**src/rtl/braille_number_serializer.sv**
```systemverilog
// braille_number_serializer: streams a packed BCD number as a number-sign cell plus MSD-first Braille digit cells
module braille_number_serializer #(
  parameter int DIGITS = 4,
  parameter bit SUPPRESS_LZ = 1
) (
  input  logic                  clk,
  input  logic                  rst,
  input  logic                  start,
  input  logic [4*DIGITS-1:0]   bcd_in,
  input  logic                  out_ready,
  output logic                  cell_valid,
  output logic [5:0]            cell_out,
  output logic                  cell_last,
  output logic                  busy,
  output logic                  done,
  output logic                  err
);
  localparam int IW = DIGITS > 1 ? $clog2(DIGITS) : 1;
  localparam logic [5:0] SIGN_CELL = 6'b111010;
  localparam logic [5:0] ENC [16] = '{
    6'b001110, 6'b000001, 6'b000101, 6'b000011, 6'b001011,
    6'b001001, 6'b000111, 6'b001111, 6'b001101, 6'b000110,
    6'b000000, 6'b000000, 6'b000000, 6'b000000, 6'b000000, 6'b000000
  };
  typedef enum logic [1:0] {IDLE, SIGN, DIGIT, DONE} state_t;
  state_t state, state_d;
  logic [4*DIGITS-1:0] data, data_d;
  logic [IW-1:0] idx, idx_d;
  logic errf, errf_d, err_d;
  logic [3:0] cur, nib_d;
  function automatic logic [IW-1:0] first_idx(input logic [4*DIGITS-1:0] b);
    first_idx = SUPPRESS_LZ ? '0 : IW'(DIGITS - 1);
    if (SUPPRESS_LZ)
      for (int i = 0; i < DIGITS; i++)
        if (b[4*i +: 4] != 4'd0) first_idx = IW'(i);
  endfunction
  assign cur = data[4*idx +: 4];
  assign nib_d = data_d[4*idx_d +: 4];
  always_comb begin
    state_d = state;
    data_d = data;
    idx_d = idx;
    errf_d = errf;
    err_d = err;
    case (state)
      IDLE, DONE: begin
        state_d = start ? SIGN : IDLE;
        if (start) begin
          data_d = bcd_in;
          idx_d = first_idx(bcd_in);
          errf_d = 1'b0;
          err_d = 1'b0;
        end
      end
      SIGN: state_d = out_ready ? DIGIT : SIGN;
      DIGIT: if (out_ready) begin
        errf_d = errf | (cur > 4'd9);
        state_d = idx == '0 ? DONE : DIGIT;
        idx_d = idx == '0 ? idx : idx - IW'(1);
        err_d = idx == '0 ? errf_d : err;
      end
      default: state_d = IDLE;
    endcase
  end
  always_ff @(posedge clk) begin
    if (rst) begin
      state <= IDLE;
      data <= '0;
      idx <= '0;
      errf <= 1'b0;
      err <= 1'b0;
      cell_valid <= 1'b0;
      cell_out <= '0;
      cell_last <= 1'b0;
      busy <= 1'b0;
      done <= 1'b0;
    end else begin
      state <= state_d;
      data <= data_d;
      idx <= idx_d;
      errf <= errf_d;
      err <= err_d;
      cell_valid <= state_d == SIGN || state_d == DIGIT;
      busy <= state_d == SIGN || state_d == DIGIT;
      cell_out <= state_d == SIGN ? SIGN_CELL : state_d == DIGIT ? ENC[nib_d] : 6'd0;
      cell_last <= state_d == DIGIT && idx_d == '0;
      done <= state_d == DONE;
    end
  end
endmodule

```
**config.mk**
```make
export PLATFORM = sky130hd
export DESIGN_NAME = braille_number_serializer
export DESIGN_NICKNAME = d
export VERILOG_FILES = /design/src/rtl/braille_number_serializer.sv
export SDC_FILE = /design/constraint.sdc
export NUM_CORES = 1
export LEC_CHECK = 0
export CAP_MARGIN = 0
export CORE_UTILIZATION = 52
export DETAILED_ROUTE_END_ITERATION = 6
export PLACE_DENSITY = 0.81
export SYNTH_ARGS = -nofsm -noshare
export SYNTH_HDL_FRONTEND = slang
export SYNTH_SLANG_ARGS = --single-unit
```
**constraint.sdc**
```tcl
create_clock -name clk -period 8 [get_ports clk]
set_input_delay 2.4 -clock clk [delete_from_list [all_inputs] [get_ports clk]]
set_output_delay 2.4 -clock clk [all_outputs]
set_load 0.03 [all_outputs]
```
Word-level counts from Yosys, hierarchy flattened
Memory sizes are Yosys's and may differ from the RTL's.
Index checks and enable logic that the tools add are counted.
{ "word_totals": {"reg_bits": 31, "mem_bits_ro": 96, "inputBits": 20, "output_inout_bits": 11, "wordCells": 65, "n_memories": 1} }
{ "op_classes": {"addsub": 1, "magnitude_cmp": 2, "n_eq_ne": 9, "shift": 2, "n_mux": 24, "bitwise_logic": 3, "reduce_logical": 13} }
{ "memory_table": {"columns": ["memory", "depth", "width", "rd", "rd_clocked_by_memory_dff", "wr", "line_no", "rtl"], "rows": [
  ["(name not given)", 16, 6, 1, 0, 0, "85", "cell_out <= state_d == SIGN ? SIGN_CELL : state_d == DIGIT ? ENC[nib_d] : 6'd0;"]
]} }
{ "op_table": {"columns": ["cell", "n"], "rows": [
  ["$mux 16", 2],
  ["$shiftx 16x5->4", 2],
  ["$mux 6", 4],
  ["$mux 2", 7],
  ["$reduce_bool 4->1", 3],
  ["$eq 2x2->1 const B", 4],
  ["$mux 1", 7],
  ["$logic_not 2->1", 3],
  ["$ne 2x2->1 const B", 3],
  ["$pmux 2 s3", 1],
  ["$ge 5x5->1 const B", 1],
  ["$not 4->5", 1],
  ["$eq 2x1->1 const B", 2],
  ["$gt 4x4->1 const B", 1],
  ["$pmux 1 s2", 2],
  ["$pmux 2 s2", 1],
  ["$reduce_and 4->1", 1],
  ["$reduce_and 3->1", 1],
  ["$reduce_or 3->1", 1],
  ["$reduce_bool 2->1", 1],
  ["$reduce_or 2->1", 1],
  ["$sub 2x1->2 const B", 1],
  ["$logic_and 1x1->1", 1],
  ["$logic_or 1x1->1", 1],
  ["other kinds (2)", 2]
]} }

Depth between registers and ports, before layout
Gate-level depths: netlist (run 1).
{ "logic_depth": {"word_depth": 13, "mapped_depth": 11} }

Worst setup path after synthesis (run 1)
Ideal clock, no wire load.
{ "synth_path": {"path_type": "input-to-reg", "start": "input port bcd_in[8]", "end": "register cell_out[1]", "t_arrival_ns": 4.578, "t_required_ns": 7.867, "slack_ns": 3.289, "cell_stages": 9, "path_buffers": 0, "cell_sequence": "or4_1 nor2_1 nor2_1 o311ai_4 mux2i_1 inv_1 ha_1 mux2i_1 o221ai_1"} }
{ "synth_via": {"elab_chain_cells": 12} }
{ "synth_lines": {"columns": ["item", "line_no", "rtl"], "rows": [
  ["start, declared", "9", "input logic [4*DIGITS-1:0] bcd_in,"],
  ["$reduce_bool 4->1", "35", "if (b[4*i +: 4] != 4'd0) first_idx = IW'(i);"],
  ["$mux 2 (2 in a row)", "35", null],
  ["$mux 2", "48", "if (start) begin"],
  ["$pmux 2 s2", "45", "case (state)"],
  ["$shiftx 16x5->4 *", "38", "assign nib_d = data_d[4*idx_d +: 4];"],
  ["$not 4->5 (implied by the code) *", "85", null],
  ["$mem_v2 16x6 *", null, null],
  ["$mux 6 (implied by the code) * (2 in a row)", "85", null],
  ["$mux 6 * (2 in a row)", "85", null],
  ["end signal, assigned", "85", null],
  ["end, declared", "12", "output logic [5:0] cell_out,"]
]} }
Mark *: on every way between the ends. The rest lies on a longest branch, timed or not. The select of a mux whose other input is x is not followed.
A chain may end at the register's enable or synchronous reset.

Final worst setup path (run 1)
{ "layout_path": {"start": "input port start", "end": "register cell_out[1]"} }
{ "layout_via": {"elab_chain_cells": 9} }
{ "layout_lines": {"columns": ["item", "line_no", "rtl"], "rows": [
  ["start, declared", "8", "input logic start,"],
  ["$mux 2 / $mux 16 (equally long branches)", "48", null],
  ["$pmux 2 s2 / $mux 16 (equally long branches)", "45", null],
  ["$shiftx 16x5->4", "38", null],
  ["$not 4->5 (implied by the code)", "85", null],
  ["$mem_v2 16x6", null, null],
  ["$mux 6 (implied by the code) (2 in a row)", "85", null],
  ["$mux 6", "85", null],
  ["$mux 6 *", "85", null]
]} }
Marks and branches as above.

==> results.md, run 1 <==
* Status: finished clean
* P_leak at 0.000825 uW
* Worst setup SP type: input pin
* Tot Pwr at 362 uW
* Rows at 20
* Synth area leader: dfxtp_1
* Hold-fix buffers, CTS at 0
* Final Hold Fails at 0
* Post-synth top area share at 0.346
* Cells on worst reg2reg path at 10
* Clock tree buffer depth at 2
* Area growth, synth to finish at 20.5%
* I/O pin cnt at 31
* RR Startpoint: state[0]
* Area after DPL at 2050 um2
* Die Area at 3570 um2
* DR WL/cell at 13.9 um
* Sequential share of the synthesized area at 0.346
* Peak supply drop at 105 uV
* Vias at 1,433
* Cell area after layout at 2090 um2
* GPL Wtd Cong at 0.870
* Max-Cap Viols at 0
* First-pass GRT wire length at 6220 um
* Power Dens Cells at 173 nW/um2
* Reported net switching power at 117 uW
* Post-layout util at 0.674
* Clock Skew at 8.45 ps
* # setup viols final at 0
* Mapped cell area at 1740 um2
* HPWL after detailed placement at 2740 um
* Logic pwr share at 0.313
* Initial antenna violation count at 0
* TritonCTS clock tree: done
* Switching Fraction at 0.322
* Core Box Area at 3100 um2
* Mean post-synth cell area at 9.34 um2
* Area contributors post-synth: dfxtp_1 35%, mux4_1 9.1%, ha_1 7.9%, nand2_1 7.6%, a21oi_1 5.5%
* CP startpoint: start
* Clock share of power at 0.229
* Cts repair resizes at 0
* Final Slew Violations at 0
* CP endpoint: cell_out[1]
* Total routed wirelength at 3570 um
* Arrival time at the worst endpoint at 5590 ps
* Diode count at 0
* Vias per cell at 5.58
* Top fanout value on the critical path at 24
* Distinct cell type count after synthesis at 38
* Nets at 244
* Die height at 59.8 um
* Sink Count at 30
* Cell internal pwr at 245 uW
* Fmax at 186 MHz
* Setup slack, reg-to-reg at 4370 ps
* Min Tclk post-route at 5370 ps
* Htree depth at 2
* Initial core utilization at 0.560
* Root Buffer Master: clkbuf_4
* Reg2reg end: cell_out[1]
* Syn Nets at 217
* Worst-path clk slew at 90 ps
* Final Cycle Share at 0.671
* Slew of the pin with the lowest slew margin at 914 ps
* Worst min-delay path category: register to register
* Post-synthesis cell count at 186
* Vias in the first global route at 1,388
* Cts bufs inserted at 5
* Final antenna-violating net count at 0
* Sequential power share at 0.458
* Hold Startpoint: data[4]
* Worst Path Class, Setup: input pin to register
* Synth warn at 0
* DRC at 0
* Skew-Pair Late Insertion Delay at 330 ps
* Gr usage total at 0.239
* Commonest non-fill, non-tap cell in the layout: nand2_1
* GR Overflow Total at 0
* Setup tns final at 0 ps
* Synthesis-stage register bit count at 30
* Rel. slew slack at 0.389
* Pin count of the biggest net entering global routing at 28
* Crit path required time at 8220 ps
* Layout cell share with drive strength beyond 1 at 0.0798
* DR iter-0 viols at 27
* Layout Cells excl Fill at 257
* Placed cell count at 250
* Die width at 59.8 um
* Most frequent cells in the layout: 35 x nand2_1, 30 x dfxtp_1, 30 x clkdlybuf4s50_1
* Input/output buffers at 30
* Crit. End Element: register
* RSZ-0062 raised after global routing: no
* Post-CTS setup repair buffer count at 0
* Drt first pass iters at 4
[area by class of cell]
| cell class | count | area, um2 |
|---|---|---|
| Sequential cell | 30 | 601 |
| Fill cell | 269 | 1010 |
| Multi-Input combinational cell | 137 | 1060 |
| Tap cell | 44 | 55.1 |
| Timing Repair Buffer | 30 | 300 |
| Inverter | 9 | 33.8 |
| Clock buffer | 7 | 45.0 |
[worst min-delay path by stage]
stage,depth (start not counted),end
3_3_place_gp,2,data[0]
6_report,2,data[4]
4_1_cts,2,data[4]
2_1_floorplan,2,data[0]
5_1_grt,2,data[4]
3_5_place_dp,2,data[12]
[state kept, by name, indices dropped and copies added (netlist names)]
name,flops
data,16
cell_out,5
idx,2
state,2
busy,1
cell_last,1
done,1
err,1
errf,1
[cell usage after synthesis]
| cell type | instances |
|---|---|
| o211ai_1 | 3 |
| or2_2 | 1 |
| inv_1 | 9 |
| mux4_1 | 6 |
| nand3b_1 | 1 |
| nor2_2 | 1 |
| o32ai_2 | 1 |
| o21a_1 | 2 |
| clkbuf_1 | 8 |
| a31oi_1 | 1 |
| or4_1 | 1 |
| o31ai_2 | 1 |
| a211oi_2 | 1 |
| buf_4 | 2 |
| a21bo_1 | 1 |
| mux4_2 | 2 |
| o21ai_0 | 7 |
| nor4_1 | 1 |
| nor2b_1 | 7 |
| a21oi_1 | 19 |
| a221oi_1 | 1 |
| ha_1 | 11 |
| or4_4 | 1 |
| nand2_1 | 35 |
| a21o_1 | 2 |
| mux2i_4 | 2 |
| a32oi_1 | 1 |
| nor2_1 | 9 |
| o311ai_4 | 1 |
| nand2b_1 | 6 |
| a311oi_1 | 1 |
| nand2_2 | 1 |
| o22ai_1 | 1 |
| and2_1 | 1 |
| dfxtp_1 | 30 |
| nor3_1 | 2 |
| mux2i_1 | 5 |
| o221ai_1 | 1 |
[metal layers]
| metal | wire length [um] | global-route usage |
|---|---|---|
| met5 | 0 | 0 |
| met4 | 86 | 0.120 |
| met3 | 127 | 0.0455 |
| met2 | 1780 | 0.397 |
| met1 | 1570 | 0.296 |
[worst max-delay path, stage by stage]
cell and delay [ps]:
clkdlybuf4s50_1 530, nand2_2 330, o32ai_2 800, mux4_1 390, mux2i_1 360, inv_1 150, ha_1 320, mux2i_1 160
o221ai_1 140
[power by group through the flow]
stage          Clock [uW]  Sequential (uW)  Combinational (uW)
2_1_floorplan           0              172                77.8
3_3_place_gp            0              169                 108
3_5_place_dp            0              169                 113
4_1_cts              84.2              166                 113
5_1_grt              94.3              167                 124
6_report             82.9              166                 113
[per-stage QoR]
stage          hold WS (ps)  setup slack [ps]
2_1_floorplan           427              3290
3_3_place_gp            445              2460
3_5_place_dp            449              2240
4_1_cts                 461              2600
5_1_grt                 489              2320
6_report                462              2630
[kinds of logic (layout without fill, tap and decap cells)]
group | Yosys count | count (layout) | synth area share
adders and majority gates | 11 | 11 | 0.0792
AOI/OAI and AO/OA | 44 | 44 | 0.177
DFF | 30 | 30 | 0.346
muxes | 15 | 15 | 0.171
buffers and inverters | 19 | 46 | 0.0454
and+or+nand+nor | 67 | 67 | 0.181
Note: power is estimated with default switching activity, not from simulation.
==> inputs of run 2 (changes only) <==
--- a/config.mk
+++ b/config.mk
@@ -6,9 +6,9 @@
 export NUM_CORES = 1
 export LEC_CHECK = 0
 export CAP_MARGIN = 0
-export CORE_UTILIZATION = 52
+export CORE_UTILIZATION = 47
 export DETAILED_ROUTE_END_ITERATION = 6
-export PLACE_DENSITY = 0.81
+export PLACE_DENSITY = 0.77
 export SYNTH_ARGS = -nofsm -noshare
 export SYNTH_HDL_FRONTEND = slang
 export SYNTH_SLANG_ARGS = --single-unit
==> constraint.sdc (replaced) <==
create_clock -name clk -period 4.3 [get_ports clk]
set_input_delay 1.29 -clock clk [delete_from_list [all_inputs] [get_ports clk]]
set_output_delay 1.29 -clock clk [all_outputs]
set_load 0.03 [all_outputs]
==> run 2 against run 1 <==
Final area increased by 3.8%. Register-to-register slack got worse by 3300 ps. First-iteration DRC count increased by 33%. Sequential share of layout area decreased by 1.0 points. Worst hold slack got worse by 4.5 ps. Setup slack got worse by 2200 ps. Routed wire length increased by 2.8%. Largest power group unchanged.
==> results.md, run 2 (synthesis results as in run 1) <==
* Fmax at 259 MHz
* Sink Count at 30 (unchanged)
* TritonCTS clock tree: done (unchanged)
* Cts repair resizes at 0 (unchanged)
* Peak supply drop at 197 uV (was 105 uV)
* Cells on worst reg2reg path at 11 (was 10)
* Drt first pass iters at 4 (unchanged)
* Worst setup SP type: input pin (unchanged)
* Most frequent cells in the layout: 35 x nand2_1, 30 x dfxtp_1, 30 x clkdlybuf4s50_1 (unchanged)
* Root Buffer Master: clkbuf_8 (was clkbuf_4)
* I/O pin cnt at 31 (unchanged)
* Reg2reg end: cell_out[1] (unchanged)
* Hold-fix buffers, CTS at 0 (unchanged)
* Slowest CP cell: clkdlybuf4s50_1 (was o32ai_2)
* Layout cell share with drive strength beyond 1 at 0.105 (was 0.0798)
* Total routed wirelength at 3670 um (was 3570 um)
* Power Dens Cells at 343 nW/um2 (was 173 nW/um2)
* Rel. slew slack at 0.472 (was 0.389)
* Die height at 62.8 um (was 59.8 um)
* Initial antenna violation count at 0 (unchanged)
* Worst Hold Endpoint: data[8] (was data[4])
* Max-Cap Viols at 0 (unchanged)
* DR WL/cell at 13.8 um (was 13.9 um)
* Crit. End Element: register (unchanged)
* First-pass GRT wire length at 6240 um (was 6220 um)
* Final Slew Violations at 0 (unchanged)
* Top fanout value on the critical path at 10 (was 24)
* Worst min-delay path category: register to register (unchanged)
* Area growth, synth to finish at 25.0% (was 20.5%)
* Nets at 250 (was 244)
* RR Startpoint: state[0] (unchanged)
* Input/output buffers at 30 (unchanged)
* Rows at 21 (was 20)
* Vias per cell at 5.41 (was 5.58)
* DRC at 0 (unchanged)
* GR Overflow Total at 0 (unchanged)
* Die width at 62.8 um (was 59.8 um)
* Setup slack, reg-to-reg at 1060 ps (was 4370 ps)
* # setup viols final at 0 (unchanged)
* GPL Wtd Cong at 0.929 (was 0.870)
* Max reg flops at 16 (unchanged)
* Hold Startpoint: data[8] (was data[4])
* Post-layout util at 0.631 (was 0.674)
* CP most frequent cell: mux2i_1 (unchanged)
* RSZ-0062 raised after global routing: no (unchanged)
* Slew of the pin with the lowest slew margin at 792 ps (was 914 ps)
* Setup tns final at 0 ps (unchanged)
* Post-CTS setup repair buffer count at 0 (unchanged)
* Min Tclk post-route at 3850 ps
* Cts bufs inserted at 5 (unchanged)
* Worst-path clk slew at 60 ps (was 90 ps)
* Commonest non-fill, non-tap cell in the layout: nand2_1 (unchanged)
* P_leak at 0.000866 uW (was 0.000825 uW)
* HPWL after detailed placement at 2800 um (was 2740 um)
* Biggest registers after layout: data: 16 flops, cell_out: 5 flops (unchanged)
* Worst Path Class, Setup: input pin to register (unchanged)
* Arrival time at the worst endpoint at 4000 ps (was 5590 ps)
* Final Hold Fails at 0 (unchanged)
* Skew-Pair Late Insertion Delay at 290 ps (was 330 ps)
* Gr usage total at 0.205 (was 0.239)
* Largest reg by FF count: data (unchanged)
* Pin count of the biggest net entering global routing at 28 (unchanged)
* Fill count at 293 (was 269)
* Core Box Area at 3440 um2 (was 3100 um2)
* Htree depth at 2 (unchanged)
* Hold depth at 2 (unchanged)
* Max stage delay on crit path at 490 ps (was 800 ps)
* Status: finished clean (unchanged)
* Clock Skew at 7.17 ps (was 8.45 ps)
* CP cell instances: clkdlybuf4s50_1, nor2b_1, a211oi_2, o32ai_2, mux4_1, mux2i_1, inv_1, ha_1, mux2i_1, o221ai_1 (was clkdlybuf4s50_1, nand2_2, o32ai_2, mux4_1, mux2i_1, inv_1, ha_1, mux2i_1, o221ai_1)
* Final Cycle Share at 0.896
* Clock tree buffer depth at 2 (unchanged)
* Vias at 1,434 (was 1,433)
* Initial core utilization at 0.505 (was 0.560)
* Vias in the first global route at 1,387 (was 1,388)
* Crit path required time at 4440 ps (was 8220 ps)
* DR iter-0 viols at 36 (was 27)
* Diode count at 0 (unchanged)
* Die Area at 3940 um2 (was 3570 um2)
* Final antenna-violating net count at 0 (unchanged)
[run 2: final cells by class]
class | count | area [um2] | share of cell area
multi-input cells | 137 | 1060 | 0.487
inverters | 9 | 33.8 | 0.0156
flip-flops and latches | 30 | 601 | 0.277
repair buffers | 36 | 345 | 0.159
well taps | 46 | 57.6 | 0.0265
clock buffers | 7 | 76.3 | 0.0352
[run 2: layer usage]
layer	global-route usage	vias up	share of wire
li1	-	722	-
met1	0.237	663	0.43
met2	0.349	38	0.51
met4	0.122	0	0.028
met3	0.0420	11	0.037
met5	0	-	0
[run 2: through the flow]
step	worst slack [ps]	total power [uW]	std cells	hold WS, ps	cell area, um2
detailed placement	180	535	258	453	2090
global placement	304	527	258	437	2090
finish	446	745	265	457	2170
floorplan	699	465	186	427	1740
CTS	455	745	265	462	2170
global route	209	782	265	489	2170
[run 2: worst max path at each step]
| stage | startpoint | end | slack, ps |
|---|---|---|---|
| after floorplan | bcd_in[8] | cell_out[1] | 700 |
| after global placement | bcd_in[8] | cell_out[1] | 300 |
| after detailed placement | bcd_in[8] | cell_out[1] | 180 |
| after CTS | bcd_in[8] | cell_out[1] | 450 |
| after global routing | bcd_in[8] | cell_out[1] | 210 |
| final | start | cell_out[1] | 450 |
[run 2: where the power goes]
| part | internal [uW] | switching (uW) |
|---|---|---|
| clock network | 111 | 104 |
| logic | 108 | 113 |
| registers | 296 | 12.2 |
[run 2: worst max-delay path: cells and delay by family]
family                     cells  cell delay [ps]
buffers and inverters          2              600
and+or+nand+nor                1              340
adders and majority gates      1              300
AOI/OAI and AO/OA              3              710
muxes                          3              750
